===== src/rtl/min_max_pkg.sv =====
// min_max_pkg: shared state encoding and counter sizing for the min/max window block
package min_max_pkg;
  typedef enum logic [1:0] {
    ST_EMPTY = 2'd0,
    ST_ACCUM = 2'd1,
    ST_HOLD  = 2'd2
  } state_t;
  function automatic int cnt_width(input int n);
    return $clog2(n + 1);
  endfunction
endpackage


===== src/rtl/min_max_cmp.sv =====
// min_max_cmp: folds a new sample into a running low/high pair
module min_max_cmp #(
  parameter int W      = 8,
  parameter bit SIGNED = 1'b0
) (
  input  logic [W-1:0] lo,
  input  logic [W-1:0] hi,
  input  logic [W-1:0] x,
  output logic [W-1:0] smaller,
  output logic [W-1:0] larger
);
  logic lt_lo, gt_hi;
  // strict compares keep the stored value on ties
  assign lt_lo   = SIGNED ? ($signed(x) < $signed(lo)) : (x < lo);
  assign gt_hi   = SIGNED ? ($signed(x) > $signed(hi)) : (x > hi);
  assign smaller = lt_lo ? x : lo;
  assign larger  = gt_hi ? x : hi;
endmodule


===== src/rtl/min_max_window.sv =====
// min_max_window: min/max over fixed non-overlapping windows, result held on a valid/ready port
module min_max_window
  import min_max_pkg::*;
#(
  parameter int INPUT_BIT_WIDTH = 8,
  parameter int WINDOW_LEN      = 4,
  parameter bit SIGNED_MODE     = 1'b0
) (
  input  logic                       Clk,
  input  logic                       nRst,
  input  logic [INPUT_BIT_WIDTH-1:0] InputData,
  input  logic                       InputValid,
  output logic                       InputReady,
  input  logic                       Clear,
  output logic [INPUT_BIT_WIDTH-1:0] OutMin,
  output logic [INPUT_BIT_WIDTH-1:0] OutMax,
  output logic                       OutValid,
  input  logic                       OutReady
);
  localparam int CW = cnt_width(WINDOW_LEN);
  localparam bit ONE = (WINDOW_LEN == 1);
  state_t state, state_nx;
  logic [CW-1:0] cnt, cnt_nx;
  logic [INPUT_BIT_WIDTH-1:0] wmin, wmax, wmin_nx, wmax_nx, cmin, cmax;
  logic accept, load;
  assign accept = InputValid && InputReady;
  min_max_cmp #(.W(INPUT_BIT_WIDTH), .SIGNED(SIGNED_MODE)) u_cmp (
    .lo(wmin), .hi(wmax), .x(InputData), .smaller(cmin), .larger(cmax)
  );
  always_comb begin
    state_nx = state;
    cnt_nx   = cnt;
    wmin_nx  = wmin;
    wmax_nx  = wmax;
    load     = 1'b0;
    if (Clear) begin
      state_nx = ST_EMPTY;
      cnt_nx   = '0;
    end else begin
      unique case (state)
        ST_EMPTY: if (accept) begin
          wmin_nx  = InputData;
          wmax_nx  = InputData;
          cnt_nx   = CW'(1);
          state_nx = ONE ? ST_HOLD : ST_ACCUM;
          load     = ONE;
        end
        ST_ACCUM: if (accept) begin
          wmin_nx = cmin;
          wmax_nx = cmax;
          cnt_nx  = cnt + CW'(1);
          if (cnt == CW'(WINDOW_LEN - 1)) begin
            state_nx = ST_HOLD;
            load     = 1'b1;
          end
        end
        ST_HOLD: if (OutReady) begin
          state_nx = ST_EMPTY;
          cnt_nx   = '0;
        end
        default: begin
          state_nx = ST_EMPTY;
          cnt_nx   = '0;
        end
      endcase
    end
  end
  // ready and valid are registered decodes of the next state
  always_ff @(posedge Clk or negedge nRst) begin
    if (!nRst) begin
      state      <= ST_EMPTY;
      cnt        <= '0;
      wmin       <= '0;
      wmax       <= '0;
      OutMin     <= '0;
      OutMax     <= '0;
      OutValid   <= 1'b0;
      InputReady <= 1'b0;
    end else begin
      state      <= state_nx;
      cnt        <= cnt_nx;
      wmin       <= wmin_nx;
      wmax       <= wmax_nx;
      OutValid   <= (state_nx == ST_HOLD);
      InputReady <= (state_nx != ST_HOLD);
      if (load) begin
        OutMin <= wmin_nx;
        OutMax <= wmax_nx;
      end
    end
  end
endmodule


===== config.mk =====
export PLATFORM = sky130hd
export DESIGN_NAME = min_max_window
export DESIGN_NICKNAME = d
export VERILOG_FILES = /design/src/rtl/min_max_pkg.sv /design/src/rtl/min_max_cmp.sv /design/src/rtl/min_max_window.sv
export SDC_FILE = /design/constraint.sdc
export NUM_CORES = 1
export LEC_CHECK = 0
export ABC_AREA = 1
export BUFFER_PORTS_ARGS = -buffer_cell sky130_fd_sc_hd__buf_2
export CAP_MARGIN = 20
export CORE_ASPECT_RATIO = 0.75
export CORE_UTILIZATION = 55
export CTS_CLUSTER_SIZE = 40
export DETAILED_ROUTE_END_ITERATION = 16
export GPL_ROUTABILITY_DRIVEN = 1
export PLACE_DENSITY = 0.79
export SKIP_LAST_GASP = 1
export SYNTH_ARGS = -nofsm -noshare
export SYNTH_HDL_FRONTEND = slang
export SYNTH_SLANG_ARGS = --single-unit

===== constraint.sdc =====
create_clock -name Clk -period 2 [get_ports Clk]
set_input_delay 0.1 -clock Clk [delete_from_list [all_inputs] [get_ports Clk]]
set_output_delay 0.1 -clock Clk [all_outputs]
set_load 0.005 [all_outputs]

==> results.md, run 1 <==
- Status: completed
- Tcrit/Tclk final: 93.90%
- Die outline height: 61.34 um
- Ant. Diodes: 0
- Io pins: 31
- Synthesized area: 0.002582 mm2
- Clock Tree Root: clkbuf_8
- Syn_area_per_cell: 7.442 um2
- Critical path startpoint: wmax[7]
- Slew HR: 60.17%
- Post-DP Area: 0.002826 mm2
- Hold Crit Start: Clear
- Cts bufs inserted: 5
- Clk sinks: 39
- Sequential area share after synthesis: 37.79%
- Crit Path Category: reg2reg
- Post-Synthesis Cells: 347
- Post-route minimum period: 1878 ps
- CTS clk-pin slew, worst paths: 80 ps
- R2R depth: 11
- Post-route setup slack: 122.1 ps
- FMAX: 532.5 MHz
- DR WL/cell: 13.52 um
- Post-Layout Cell Count: 448
- Gpl congestion: 0.9108
- Maximum VDD drop: 0.0004315 V
- Clk_skew: 8.965 ps
- Max-cap violation count: 0
- Max H-tree Level: 2
- Pre-Repair DR Iteration Count: 4
- Post-synth cell types: 28
- Top-area cell type share of the netlist area: 37.79%
- R2r setup slk: 120 ps
- WP data required: 2180 ps
- Width of the die: 81.13 um
- Synth Net Count: 377
- Pwr Total: 2.179 mW
- Number of global-route vias before repair: 2257
- Measured slew at the worst slew-check pin: 597.5 ps
- Vias post-DR: 2388
- Worst Path Arrival: 2060 ps
- 1st-iter DRT viols: 122
- Routed WL: 6057 um
- Final setup fails: 0
- Largest net degree at the start of global routing: 29
- Final Hold Fails: 0
- Port buffer count: 30
- RSZ-0062 raised after global routing: true
- Initial antenna violation count: 0
- Setup TNS: 0 ps
- RR Endpoint: OutMax[0]
- Most frequent cells in the layout: nand2_1 (138), inv_1 (40), dfrtp_1 (39)
- Crit Path Max Fanout: 6
- Drt drc: 0
- Net count reported at finish: 421
- First-pass GRT wire length: 9977 um
- Placed Cells: 436
- Total track usage: 26.89%
- Area growth, synth to finish: 15.70%
- Layout cells sized above 1: 22.51%
- Placement row count: 21
- Hold Path Class: in2reg
- DR vias/cell: 5.330
- Startpoint Class: register
- Commonest non-fill, non-tap cell in the layout: nand2_1
- Largest area contributor in the synthesized netlist: dfrtp_1
- Fin. max-slew vios: 0
- Top cells by area, synth: dfrtp_1 (38%), nand2_1 (20%), ha_1 (8.2%)
- Static leakage: 1.718 nW
- Seq cells post-synth: 39
- Pwr Density: 729.4 mW/mm2
- Core Area: 0.004493 mm2
- Setup crit end: OutMax[0]
- TritonCTS clock tree: built
- Setup WS pre-CTS: -0.9466 ps
- Crit Reg-Reg Startpoint: wmax[7]
- Clock buffer depth: 2
- Dpl hpwl: 4437 um
- Die area: 0.004976 mm2
- Crit end category: register
- Warnings, synthesis: 0
- Clock latency on the worst-skew pair: 290 ps
- Post-route ant nets: 0
- Initial Util: 57.48%
- Gr ovfl total: 0
- Fill count: 387
- Design area: 0.002988 mm2
## layout make-up
type | count | area (um2) | area share [%]
Timing Repair Buffer | 44 | 257.7 | 8.626
Clock inverter | 2 | 13.76 | 0.4606
Multi-Input combinational cell | 256 | 1431 | 47.91
Sequential cell | 39 | 975.9 | 32.66
Tap cell | 57 | 71.32 | 2.387
Inverter | 45 | 168.9 | 5.653
Clock buffer | 5 | 68.82 | 2.303
## synthesized netlist by cell type
cell type	n
dfrtp_1	39
nand2_2	14
nand2_4	1
ha_1	17
o21ai_1	2
nand4_2	1
a21oi_4	1
nor2_1	6
a21oi_1	4
o21ai_0	1
nand2_1	139
buf_4	2
a21oi_2	1
nand3_1	30
a21boi_1	5
buf_2	3
o211ai_2	5
a21o_1	1
nor2_4	1
nor2_2	4
clkbuf_1	2
o211ai_1	17
nor3_1	2
inv_1	41
inv_2	4
nand3_2	1
o21bai_1	1
buf_6	2
## critical path, stage by stage (launching register included)
cell	delay, ps
dfrtp_1	370
inv_2	60
ha_1	320
nand2_2	90
nor2_4	140
nand2_1	100
nand2_4	150
nand2_4	110
o211ai_2	170
nand2_1	80
nand3_1	110
nand2_1	70
## through the flow
step	util, %	hold WS, ps
2_1_floorplan	-	-195.6
3_3_place_gp	62.91	149.9
3_5_place_dp	62.91	149.2
4_1_cts	65.08	13.86
5_1_grt	66.50	15.11
6_report	66.50	16.71
## worst min-delay path by stage
stage                  to  slack (ps)  cells past startpoint
2_1_floorplan  InputReady        -200                      0
3_3_place_gp      wmin[5]         150                      1
3_5_place_dp      wmin[5]         150                      1
4_1_cts          state[0]          10                      2
5_1_grt          state[0]          20                      2
6_report         state[0]          20                      2
## kinds of logic (layout without fill, tap and decap cells)
family                   after synthesis  after routing  share of synthesized area (%)
buffers and inverters                 54             96                          8.866
AND/OR/NAND/NOR                      199            201                          33.38
AO/OA/AOI/OAI                         38             38                          11.73
flip-flops                            39             39                          37.79
adder cells (fa/ha/maj)               17             17                          8.236
## layer usage
metal	up-vias	global-route usage (%)	part of all wire, %	wire, um
met5	-	0	0	0
met4	0	9.439	1.6	99
met3	11	6.222	6.2	376
met2	71	45.02	46	2788
met1	1112	34.70	46	2792
li1	1194	-	-	-
## report_power, final
part	leakage, nW	total, mW	internal, mW	switching (mW)
Sequential	0.502	0.930	0.870	0.0603
Combinational	1.17	0.725	0.275	0.450
Clock	0.0440	0.524	0.239	0.286
## flip-flops by register name, summed over array words and instances (netlist names)
name,flops
cnt,3
OutMax,8
state,2
wmin,8
InputReady,1
OutMin,8
wmax,8
OutValid,1
## repair_timing
action                                  4_1_cts  5_1_grt
pin swaps                                     0        5
gates resized for setup                       1        7
buffers inserted                              0        2
gates cloned                                  0        2
hold buffers                                  1        0
endpoints found under the hold margin        24        0
endpoints found under the setup margin        5       14
(Power assumes the default switching activity.)
==> run 2: changes to the inputs <==
Settings changed: RECOVER_POWER set to 100.
==> run 2 against run 1 <==
Compared with the run above:
- fmax is essentially flat
- flip-flop and latch count is the same
- global-route usage is the same
- sequential power is essentially flat
- hold slack is essentially flat
- critical path type unchanged
- final area shrank 0.80%
- highest routed layer unchanged
- total power shrank 0.19%
- clock skew grew 1.6 ps
==> results.md, run 2 (same netlist as run 1, synthesis figures left out) <==
- Status: completed
- DR WL/cell: 13.52 um
- Largest net degree at the start of global routing: 29
- Crit Reg-Reg Startpoint: wmin[7]
- Post-route ant nets: 0
- CP Cell Sequence: inv_1 -> ha_1 -> nand3_1 -> nand3_2 -> a21oi_4 -> nand2_2 -> nand2_1 -> nand3_1 -> nand2_1 -> nand2_1 -> nand2_2 -> nand2_1 -> nand2_1
- Setup crit end: OutMin[3]
- Fin. max-slew vios: 0
- Final setup fails: 0
- Measured slew at the worst slew-check pin: 1427 ps
- Vias post-DR: 2398
- Layout cells sized above 1: 18.67%
- 1st-iter DRT viols: 89
- Slew HR: 4.838%
- Critical path startpoint: wmin[7]
- Net count reported at finish: 421
- Port buffer count: 30
- First-pass GRT wire length: 9977 um
- Initial antenna violation count: 0
- Initial Util: 57.48%
- TritonCTS clock tree: built
- Switch share: 36.65%
- CP bufs+invs: 1
- RSZ-0062 raised after global routing: true
- Crit end category: register
- Clock Tree Root: clkbuf_8
- FMAX: 532.7 MHz
- Drt drc: 0
- Max H-tree Level: 2
- Width of the die: 81.13 um
- Clock latency on the worst-skew pair: 290 ps
- DR vias/cell: 5.353
- Clock buffer depth: 2
- Post-route minimum period: 1877 ps
- CP top delay family: simple AND/OR/NAND/NOR gates
- Design area: 0.002964 mm2
- Clk sinks: 39
- Post-DP Area: 0.002826 mm2
- Pwr Density: 733.9 mW/mm2
- Placement row count: 21
- Hold Path Class: in2reg
- Gpl congestion: 0.9108
- Die area: 0.004976 mm2
- Comb pwr share: 33.1%
- Max-cap violation count: 0
- Sw power: 797.4 uW
- Total track usage: 26.89%
- R2R depth: 13
- R2r setup slk: 120 ps
- Pre-Repair DR Iteration Count: 4
- Placed Cells: 436
- Largest stage delay on the critical path: 380 ps
- Critical path depth: 13
- WHS: 17.14 ps
- Tcrit/Tclk final: 93.87%
- Gr ovfl total: 0
- Reg power frac: 42.8%
- Core Area: 0.004493 mm2
- Pwr Total: 2.175 mW
- Commonest non-fill, non-tap cell in the layout: nand2_1
- Setup TNS: 0 ps
- Int Power: 1.378 mW
- Maximum VDD drop: 0.0004303 V
- WP data required: 2230 ps
- Routed WL: 6055 um
- Clk_skew: 10.54 ps
- Area growth, synth to finish: 14.78%
- Most used cell along the critical path: nand2_1
- Io pins: 31
- CTS clk-pin slew, worst paths: 80 ps
- Worst Path Arrival: 2100 ps
- Die outline height: 61.34 um
- Number of global-route vias before repair: 2257
- Clock share of power: 24.1%
- RR Endpoint: OutMin[3]
- Dpl hpwl: 4437 um
- Most frequent cells in the layout: nand2_1 (138), inv_1 (40), dfrtp_1 (39)
- Startpoint Class: register
- Final Hold Fails: 0
- Post-Layout Cell Count: 448
- Cts bufs inserted: 5
- Crit Path Category: reg2reg
- CP max stage cell: dfrtp_1
- Ant. Diodes: 0
- Crit Path Max Fanout: 9
- Static leakage: 1.653 nW
run 2: cell count changes in the layout (fill, tap and decap cells not counted):
cell      delta
clkbuf_1    +14
buf_1        +1
buf_4        -2
buf_2       -15
clkbuf_2     +2
run 2: cell type report:
| type | instances | area, um2 |
|---|---|---|
| fillers | 391 | 1529 |
| multi-input cells | 256 | 1431 |
| flip-flops and latches | 39 | 975.9 |
| repair buffers | 44 | 234.0 |
| inverters | 45 | 168.9 |
| well taps | 57 | 71.32 |
| clock buffers | 5 | 68.82 |
| clock inverters | 2 | 13.76 |
run 2: worst min-delay path by stage:
stage | cells past startpoint | end | from | slack (ps)
final | 2 | state[0] | Clear | 20
after CTS | 2 | state[0] | Clear | 10
after global placement | 1 | wmin[5] | nRst | 150
after global routing | 2 | state[0] | Clear | 20
after floorplan | 0 | InputReady | nRst | -200
after detailed placement | 1 | wmin[5] | nRst | 150
run 2: metal layers:
layer	vias up	part of all wire, %	global-route usage, %
li1	1193	-	-
met1	1110	44	34.70
met2	81	46	45.02
met3	14	7.6	6.222
met4	0	2.1	9.439
met5	-	0	0
run 2: what timing repair did:
item                       CTS  global route
setup buffers                0             2
pin swaps                    0             5
hold buffers                 1             0
gates resized for setup      1             7
setup endpoints to repair    5            14
cloned                       0             2
hold endpoints to repair    24             0
run 2: stage by stage:
stage	utilization [%]	setup WS (ps)
3_3_place_gp	62.91	50.54
4_1_cts	65.08	75.02
6_report	65.97	122.6
2_1_floorplan	-	293.7
5_1_grt	65.97	-16.83
3_5_place_dp	62.91	-0.9466
run 2: worst reg2reg max path: cells and delay by family, from the launching register on:
kind	cells	cell delay (ps)
adders and majority gates	1	310
and+or+nand+nor	10	770
DFF	1	380
buffers and inverters	1	80
AOI/OAI and AO/OA	1	280
run 2: power by group through the flow:
stage / registers, mW / clock network (mW) / logic (mW)
after floorplan: 0.931 / 0 / 0.497
after global placement: 0.941 / 0 / 0.650
after detailed placement: 0.943 / 0 / 0.667
after CTS: 0.928 / 0.539 / 0.676
after global routing: 0.939 / 0.562 / 0.821
final: 0.931 / 0.524 / 0.720
==> run 3: changes to the inputs <==
Settings changed: ABC_AREA 1 to 0.
==> run 3 against run 2 <==
Compared with the run above:
- the run now ends with setup timing left
- synthesized area decreased by 6.8%
- routed wire length is 0.76% lower
- critical path depth fell by 4
- clock skew decreased by 1.8 ps
- utilization is 5.9 points higher
- count of clock-buffer cells in the layout increased by 2
- hold slack improved by 8.6 ps
- fmax down 8.9%
- setup slack worse by 180 ps
- final cell count is 18% lower
- first-iteration DRC count grew 67%
- global-route usage decreased by 0.35 points
==> results.md, run 3 <==
- Status: finished, violations left
- Failing checks: setup timing
- Gpl congestion: 0.9100
- Top cells by count, synth: dfrtp_1 (39), nand2_1 (22), nor2_1 (21)
- Measured slew at the worst slew-check pin: 951.6 ps
- Largest area contributor in the synthesized netlist: dfrtp_1
- Clock latency on the worst-skew pair: 300 ps
- DR WL/cell: 16.33 um
- Pwr Total: 2.779 mW
- Gr ovfl total: 0
- Crit Path Max Fanout: 8
- 1st-iter DRT viols: 149
- Pre-Repair DR Iteration Count: 5
- Top-area cell type share of the netlist area: 40.54%
- Fill count: 330
- Clk sinks: 39
- Switch share: 36.67%
- Layout cells sized above 1: 28.12%
- Final Hold Fails: 0
- Clock share of power: 19.1%
- Post-route ant nets: 0
- Warnings, synthesis: 0
- Compound-Gate Fraction of Synth Area: 23.23%
- Most used flip-flop cell after synthesis: dfrtp_1
- Async SR Flop Fraction: 100.0%
- Synthesized area: 0.002407 mm2
- Die outline height: 59.30 um
- Sequential cell area: 975.9 um2
- Routed WL: 6009 um
- Startpoint Class: register
- Worst Path Arrival: 2240 ps
- Placement row count: 20
- Final setup fails: 8
- Width of the die: 78.40 um
- RSZ-0062 raised after global routing: true
- Post-Synth XOR/XNOR Area: 0%
- Crit Reg-Reg Startpoint: wmin[5]
- Largest net degree at the start of global routing: 40
- Synth Area in Adders: 8.836%
- RR Endpoint: wmin[0]
- Area of the multi-input gates: 0.001360 mm2
- Initial antenna violation count: 0
- Largest stage delay on the critical path: 390 ps
- Post-Synthesis Cells: 256
- Post-route setup slack: -61.77 ps
- Mux contribution to synthesized area: 8.316%
- WP data required: 2180 ps
- Most used cell along the critical path: a21o_1
- Net count reported at finish: 342
- Sequential area share after synthesis: 40.54%
- Maximum VDD drop: 0.0004998 V
- WHS: 25.76 ps
- Worst Hold Endpoint: OutValid
- R2r setup slk: -60 ps
- Hold Path Cell Cnt: 2
- R2R depth: 9
- Crit end category: register
- Static leakage: 1.406 nW
- Cts bufs inserted: 5
- Top cells by area, synth: dfrtp_1 (41%), ha_1 (8.8%), mux2_4 (5.0%)
- Ant. Diodes: 0
- Simple-gate share of the synthesized area: 12.99%
- Synth Net Count: 286
- Clock buffer depth: 2
- Main combinational cell family by area after synthesis: compound AO/OA/AOI/OAI gates
- Comb pwr share: 44.5%
- CP Cell Sequence: inv_2 -> ha_4 -> a21o_1 -> a21o_1 -> a221oi_2 -> buf_4 -> o21ai_4 -> buf_12 -> mux2_4
- Max H-tree Level: 2
- Fin. max-slew vios: 0
- First-pass GRT wire length: 9177 um
- CTS clk-pin slew, worst paths: 80 ps
- Crit Path Category: reg2reg
- Area growth, synth to finish: 23.28%
- Post-route minimum period: 2062 ps
- Int Power: 1.760 mW
- CP max stage cell: dfrtp_1
- Hold Crit Start: OutReady
- TritonCTS clock tree: built
- Commonest non-fill, non-tap cell in the layout: dfrtp_1
- Dpl hpwl: 4042 um
- Post-synth cell types: 45
- Vias post-DR: 2157
- Hold Path Class: in2reg
- DR vias/cell: 5.861
- Die area: 0.004648 mm2
- Core Area: 0.004129 mm2
- Number of synthesized flops with an enable pin: 0
- Syn_area_per_cell: 9.404 um2
- Top-count cell post-synth: dfrtp_1
- Reg power frac: 36.4%
- Number of global-route vias before repair: 1919
- CP bufs+invs: 3
- Tcrit/Tclk final: 103.1%
- Io pins: 31
- Sw power: 1.019 mW
- Seq cells post-synth: 39
- Initial Util: 58.30%
- Clk_skew: 8.781 ps
- Total track usage: 26.54%
- Most frequent cells in the layout: dfrtp_1 (39), buf_4 (29), buf_2 (23)
- Slew HR: 36.56%
- CP top delay family: compound AO/OA/AOI/OAI gates
- Max-cap violation count: 0
- Port buffer count: 30
- Drt drc: 0
- FMAX: 485.0 MHz
- Pwr Density: 936.3 mW/mm2
- Clock Tree Root: clkbuf_8
## run 3: changes by cell type after synthesis, sizes merged, moves of 8 or more
cell / before / now
a31oi: 0 / 14
o21ai: 3 / 20
o211ai: 22 / 2
nor2: 11 / 21
mux2: 0 / 8
nand2: 154 / 22
mux2i: 0 / 8
nand3: 31 / 10
inv: 45 / 20
## run 3: worst register-to-register path, cell delays in order (launching register included)
cell and delay [ps]:
dfrtp_1 390, inv_2 70, ha_4 190, a21o_1 170, a21o_1 190, a221oi_2 230
buf_4 170, o21ai_4 60, buf_12 170, mux2_4 300
## run 3: power by group through the flow
stage | sequential (mW) | combinational (mW) | clock [mW]
floorplan | 1.03 | 0.651 | 0
global placement | 1.02 | 1.01 | 0
detailed placement | 1.03 | 1.04 | 0
CTS | 1.01 | 1.09 | 0.537
global route | 1.03 | 1.35 | 0.565
finish | 1.01 | 1.24 | 0.530
## run 3: cell families (layout without fill, tap and decap cells)
group,Yosys count,in the layout
mux,16,16
fa+ha+maj,17,17
buf+inv,34,91
simple gates,68,68
flops,39,39
compound gates,82,82
## run 3: timing repair
action | 4_1_cts | 5_1_grt
hold buffers | 1 | 0
setup buffers | 4 | 4
hold endpoints to repair | 39 | 0
endpoints found under the setup margin | 18 | 32
pin swaps | 4 | 6
resized for setup | 3 | 20
cloned | 0 | 0
## run 3: worst max-delay path by stage
| stage | start | to | slack, ps | cells after the start |
|---|---|---|---|---|
| after floorplan | wmin[5] | wmin[0] | 40 | 8 |
| after global placement | wmin[5] | OutMin[0] | -20 | 8 |
| after detailed placement | wmin[2] | OutMin[0] | -100 | 8 |
| after CTS | wmax[7] | wmax[7] | 0.6 | 7 |
| after global routing | wmin[5] | wmin[0] | -130 | 9 |
| final | wmin[5] | wmin[0] | -60 | 9 |
## run 3: cell type report
class	count	area share (%)
Timing Repair Buffer	63	13.70
Multi-Input combinational cell	183	45.83
Clock buffer	7	2.572
Inverter	20	2.530
Sequential cell	39	32.88
Tap cell	55	2.319
Clock inverter	1	0.1686
## run 3: through the flow
step	instance area (um2)	worst slack, ps	TNS [ps]	util (%)	std cells
6_report	2968	-61.77	-335.3	71.88	368
5_1_grt	2968	-128.5	-2020	71.88	368
4_1_cts	2873	0.5542	0	69.58	364
3_5_place_dp	2735	-96.58	-821.0	66.24	351
3_3_place_gp	2735	-20.30	-26.73	66.24	351
2_1_floorplan	2407	39.46	0	-	256
## run 3: metal layers
layer	up-vias	track usage (%)	share of wire [%]
li1	1053	-	-
met1	1018	37.73	48
met2	69	41.10	45
met3	17	4.923	5.6
met4	0	8.995	1.6
met5	-	0	0
